$ cat src/rtl/cordic_iter.sv
// Iterative CORDIC engine: one micro-rotation per clock in rotation (sin/cos) or
// vectoring (atan/magnitude) mode, followed by a gain-compensation cycle.
module cordic_iter #(
  parameter int          ITER = 16,
  parameter logic [31:0] KINV = 32'h00009B75
) (
  input  logic        clk,
  input  logic        rst,
  input  logic [31:0] x_in,
  input  logic [31:0] y_in,
  input  logic [31:0] z_in,
  input  logic [3:0]  select_in,
  input  logic        valid_in,
  output logic        ready,
  output logic [31:0] x_out,
  output logic [31:0] y_out,
  output logic [31:0] z_out,
  output logic [3:0]  select_out,
  output logic        valid_out,
  output logic        drop
);

  typedef enum logic [1:0] {IDLE, RUN, COMP} state_t;

  localparam logic signed [63:0] KINV_W = 64'($signed(KINV));

  state_t             state, state_next;
  logic signed [31:0] x_r, y_r, z_r;
  logic signed [31:0] x_sh, y_sh, atan_i;
  logic [3:0]         sel_r;
  logic [4:0]         iter_cnt;
  logic               d_pos;
  logic               last_iter;

  // round(atan(2^-i) * 180/pi * 65536); entries past 23 round to zero.
  function automatic logic [31:0] atan_lut(input logic [4:0] idx);
    case (idx)
      5'd0:    atan_lut = 32'h002D0000;
      5'd1:    atan_lut = 32'h001A90A7;
      5'd2:    atan_lut = 32'h000E0947;
      5'd3:    atan_lut = 32'h00072001;
      5'd4:    atan_lut = 32'h0003938B;
      5'd5:    atan_lut = 32'h0001CA38;
      5'd6:    atan_lut = 32'h0000E52A;
      5'd7:    atan_lut = 32'h00007297;
      5'd8:    atan_lut = 32'h0000394C;
      5'd9:    atan_lut = 32'h00001CA6;
      5'd10:   atan_lut = 32'h00000E53;
      5'd11:   atan_lut = 32'h00000729;
      5'd12:   atan_lut = 32'h00000395;
      5'd13:   atan_lut = 32'h000001CA;
      5'd14:   atan_lut = 32'h000000E5;
      5'd15:   atan_lut = 32'h00000073;
      5'd16:   atan_lut = 32'h00000039;
      5'd17:   atan_lut = 32'h0000001D;
      5'd18:   atan_lut = 32'h0000000E;
      5'd19:   atan_lut = 32'h00000007;
      5'd20:   atan_lut = 32'h00000004;
      5'd21:   atan_lut = 32'h00000002;
      5'd22:   atan_lut = 32'h00000001;
      default: atan_lut = 32'h00000000;
    endcase
  endfunction

  assign ready     = (state == IDLE);
  assign last_iter = (iter_cnt == 5'(ITER - 1));

  // Vectoring drives y toward zero, rotation drives z toward zero.
  always_comb begin
    x_sh   = x_r >>> iter_cnt;
    y_sh   = y_r >>> iter_cnt;
    atan_i = atan_lut(iter_cnt);
    d_pos  = sel_r[3] ? y_r[31] : ~z_r[31];
  end

  always_ff @(posedge clk or posedge rst) begin
    if (rst) state <= IDLE;
    else     state <= state_next;
  end

  // NOTE: every variable assigned here gets a default first so no latch is inferred.
  always_comb begin
    state_next = state;
    case (state)
      IDLE:    if (valid_in)  state_next = RUN;
      RUN:     if (last_iter) state_next = COMP;
      COMP:    state_next = IDLE;
      default: state_next = IDLE;
    endcase
  end

  // NOTE: registered state uses non-blocking assignments so all updates see pre-edge values.
  always_ff @(posedge clk or posedge rst) begin
    if (rst) begin
      x_r        <= '0;
      y_r        <= '0;
      z_r        <= '0;
      sel_r      <= '0;
      iter_cnt   <= '0;
      x_out      <= '0;
      y_out      <= '0;
      z_out      <= '0;
      select_out <= '0;
      valid_out  <= 1'b0;
      drop       <= 1'b0;
    end else begin
      valid_out <= 1'b0;
      if (valid_in && (state != IDLE)) drop <= 1'b1;
      case (state)
        IDLE: if (valid_in) begin
          x_r      <= x_in;
          y_r      <= y_in;
          z_r      <= z_in;
          sel_r    <= select_in;
          iter_cnt <= '0;
        end
        RUN: begin
          if (d_pos) begin
            x_r <= x_r - y_sh;
            y_r <= y_r + x_sh;
            z_r <= z_r - atan_i;
          end else begin
            x_r <= x_r + y_sh;
            y_r <= y_r - x_sh;
            z_r <= z_r + atan_i;
          end
          iter_cnt <= iter_cnt + 5'd1;
        end
        COMP: begin
          x_out      <= 32'((64'(x_r) * KINV_W) >>> 16);
          y_out      <= 32'((64'(y_r) * KINV_W) >>> 16);
          z_out      <= z_r;
          select_out <= sel_r;
          valid_out  <= 1'b1;
        end
        default: ;
      endcase
    end
  end

endmodule

$ cat config.mk
export PLATFORM = sky130hd
export DESIGN_NAME = cordic_iter
export DESIGN_NICKNAME = d
export VERILOG_FILES = /design/src/rtl/cordic_iter.sv
export SDC_FILE = /design/constraint.sdc
export NUM_CORES = 2
export LEC_CHECK = 0
export CORE_MARGIN = 3
export CORE_UTILIZATION = 45
export CTS_BUF_LIST = sky130_fd_sc_hd__clkbuf_4
export CTS_CLUSTER_DIAMETER = 80
export DETAILED_ROUTE_END_ITERATION = 6
export PLACE_DENSITY_LB_ADDON = 0.3
export SETUP_SLACK_MARGIN = 0.3
export SYNTH_ARGS = -nofsm -noshare
export SYNTH_HDL_FRONTEND = slang
export SYNTH_SLANG_ARGS = --single-unit
$ cat constraint.sdc
create_clock -name clk -period 9 [get_ports clk]
set_input_delay 1.8 -clock clk [delete_from_list [all_inputs] [get_ports clk]]
set_output_delay 1.8 -clock clk [all_outputs]
set_load 0.03 [all_outputs]
==> impl_metrics.json <==
{
  "status": "finished clean",
  "antenna_found_initial": 3,
  "drive_above_1_share_pct": 5.865,
  "io_buffers": 205,
  "h-tree-depth": 3,
  "rows": 108,
  "ys_types": 96,
  "rsz0062_at_grt": "no",
  "die_h_um": 303.3,
  "routedWlPerCell_um": 19.38,
  "cts_buffers": 70,
  "finalCritPeriodShare_pct": 79.52,
  "worstSetupPathType": "reg2reg",
  "vias_per_cell": 5.485,
  "end_kind": "flip-flop",
  "worstSkewPairLatency_ps": 890,
  "area_delta_synth_final_pct": 10.06,
  "synth-edff-count": 0,
  "final_common_cell": "inv_1",
  "vias": 31783,
  "critPathMaxFanout": 51,
  "cts_root_buffer": "clkbuf_4",
  "syn_nets": 5548,
  "cts_tree": "built",
  "clock_skew_ps": 92.38,
  "startpoint_type": "flip-flop",
  "finalSetupTns_ps": 0,
  "yosysWarnings": 0,
  "fin_nets": 5717,
  "fmax_mhz": 139.7,
  "period_needed_ps": 7157,
  "grt_pass1_wl_um": 179400,
  "ys_seq_area_share_pct": 13.15,
  "grtUsageTotal_pct": 24.75,
  "cts_setup_buffers": 0,
  "io_pins": 206,
  "start_util_pct": 45.64,
  "dr.pass1.iters": 6,
  "dieArea_sq_um": 92010,
  "crit_path_top_delay_cell": "dfrtp_4",
  "clockBufferDepth": 3,
  "synth-main-ff-cell": "dfrtp_1",
  "first_global_vias": 32446,
  "drt_iter0_drc": 2058,
  "postSynthAreaPerCell_sq_um": 9.006,
  "min_path_type": "reg2reg",
  "crit_buf_inv": 1,
  "setup_viol_count_final": 0,
  "max_stage_delay_ps": 910,
  "post-dp-hpwl_um": 88550,
  "cts-hold-fix-buffers": 0,
  "report.final.hold_viol_count": 0,
  "synth.cell_area_sq_um": 39780,
  "slew_headroom_pct": 34.74,
  "cp_data_arrival_time_ps": 7880,
  "cts_resized": 0,
  "ys_ff_latch": 209,
  "gp_congestion": 1.001,
  "grt_max_degree": 110,
  "drtAntennaViolNets": 0,
  "max_cap_violations": 0,
  "grt_overflow": 0,
  "drc": 0,
  "required_ps": 9730,
  "finalWirelength_um": 112300,
  "die_w_um": 303.3,
  "async_flop_share_pct": 100.0,
  "slew_viol_final": 0,
  "netlist_instances": 4417,
  "layout_common_cells": "731 x inv_1, 597 x ha_1, 493 x nand2_1, 431 x fa_1, 254 x a21oi_1",
  "cts.sinks": 209,
  "synth_top_area_cell": "fa_1",
  "core_sq_um": 87160,
  "synth.area.top_cells": "fa_1 22%, ha_1 19%, dfrtp_1 13%",
  "path_clk_slew_ps": 60,
  "crit_chain": "clkinv_1 > ha_1 > mux4_2 > a32oi_1 > nand3_1 > nor3_1 > or2_2 > xor2_1 > ha_1 > a211oi_1 > o211ai_1 > a31oi_1 > a21bo_2 > o21ai_0 > nand4_1 > a41oi_1 > or4_1 > a31oi_1 > xor2_1 > o21ai_0",
  "yosysTopAreaCellShare_pct": 21.69,
  "cp_top_family": "compound AO/OA/AOI/OAI gates",
  "max_slew.worst_pin.slew_ps": 977.8
}
-- worst min-delay path: cells and delay by family (launching register included) --
kind,cells,cell delay (ps)
flip-flops,1,340
AND/OR/NAND/NOR,2,100
-- synth_stat cells (all sizes together) (4+ instances only) --
master    n
a211o    10
a211oi   37
a21boi    7
a21o     59
a21oi   255
a221o     9
a221oi   12
a22oi    27
a31o     12
a31oi    74
a41oi     4
and2     10
and3     32
and4      8
buf      58
clkbuf   76
dfrtp   209
fa      431
ha      597
inv     735
mux2     17
mux2i    69
mux4     74
nand2   495
nand2b   28
nand3    47
nand3b    9
nand4    17
nor2    209
nor2b    44
nor3     33
nor3b     6
nor4      4
o211ai   16
o21a     40
o21ai   202
o21bai   24
o22ai    16
o31ai    19
or2      12
or3      12
or4       6
xnor2   166
xor2    138
-- final cells by class --
class	count	area, sq um
Fill cell	8363	43380
Multi-Input combinational cell	3336	31200
Sequential cell	209	5240
Inverter	738	2778
Timing Repair Buffer	231	2260
Tap cell	1155	1445
Clock buffer	97	728.2
Clock inverter	27	127.6
Antenna cell	2	5.005
-- sequential cells by signal, indices dropped and copies added (netlist names), 2 cells and up --
register    cells
select_out      4
iter_cnt        5
z_out          32
sel_r           4
z_r            32
x_out          32
state           2
x_r            32
y_r            32
y_out          32
-- per-stage QoR --
step,cells,setup WS [ps],utilization (%),area [sq um],hold slack [ps]
CTS,5793,1740,50.23,43780,472.0
floorplan,4417,1491,-,39780,438.6
global placement,5669,1909,49.24,42920,444.2
detailed placement,5669,1804,49.24,42920,455.1
finish,5795,1843,50.23,43780,464.3
global route,5795,1228,50.23,43780,493.7
-- path summary, 6_finish.rpt --
| path | startpoint | endpoint | slack (ps) | cells after the start |
|---|---|---|---|---|
| setup / recovery | iter_cnt[1] | z_r[30] | 1840 | 20 |
| hold / removal | y_out[10] | y_out[10] | 460 | 2 |
| setup reg to reg | iter_cnt[1] | z_r[30] | 1840 | 20 |
| hold reg to reg | y_out[10] | y_out[10] | 460 | 2 |
| max in group asynchronous | rst | y_out[30] | 6400 | 3 |
| min in group asynchronous | rst | z_out[18] | 1430 | 2 |
-- kinds of logic (layout without fill, tap and decap cells) --
| logic type | after synthesis | count (layout) | synth area share (%) |
|---|---|---|---|
| simple gates | 983 | 983 | 11.14 |
| compound gates | 861 | 861 | 13.50 |
| other cells | 0 | 2 | 0 |
| mux | 160 | 160 | 6.482 |
| flops | 209 | 209 | 13.15 |
| fa+ha+maj | 1028 | 1028 | 40.47 |
| buf+inv | 872 | 1093 | 8.574 |
| xor+xnor | 304 | 304 | 6.693 |
-- layer usage --
metal  track usage, %  routed length [um]
met1            32.82               48620
met2            41.92               54240
met3            3.981                6253
met5                0                   7
met4            6.958                3172
Power is not shown: default switching activity piles up to over one toggle a cycle in this logic, so the estimate is an artifact.
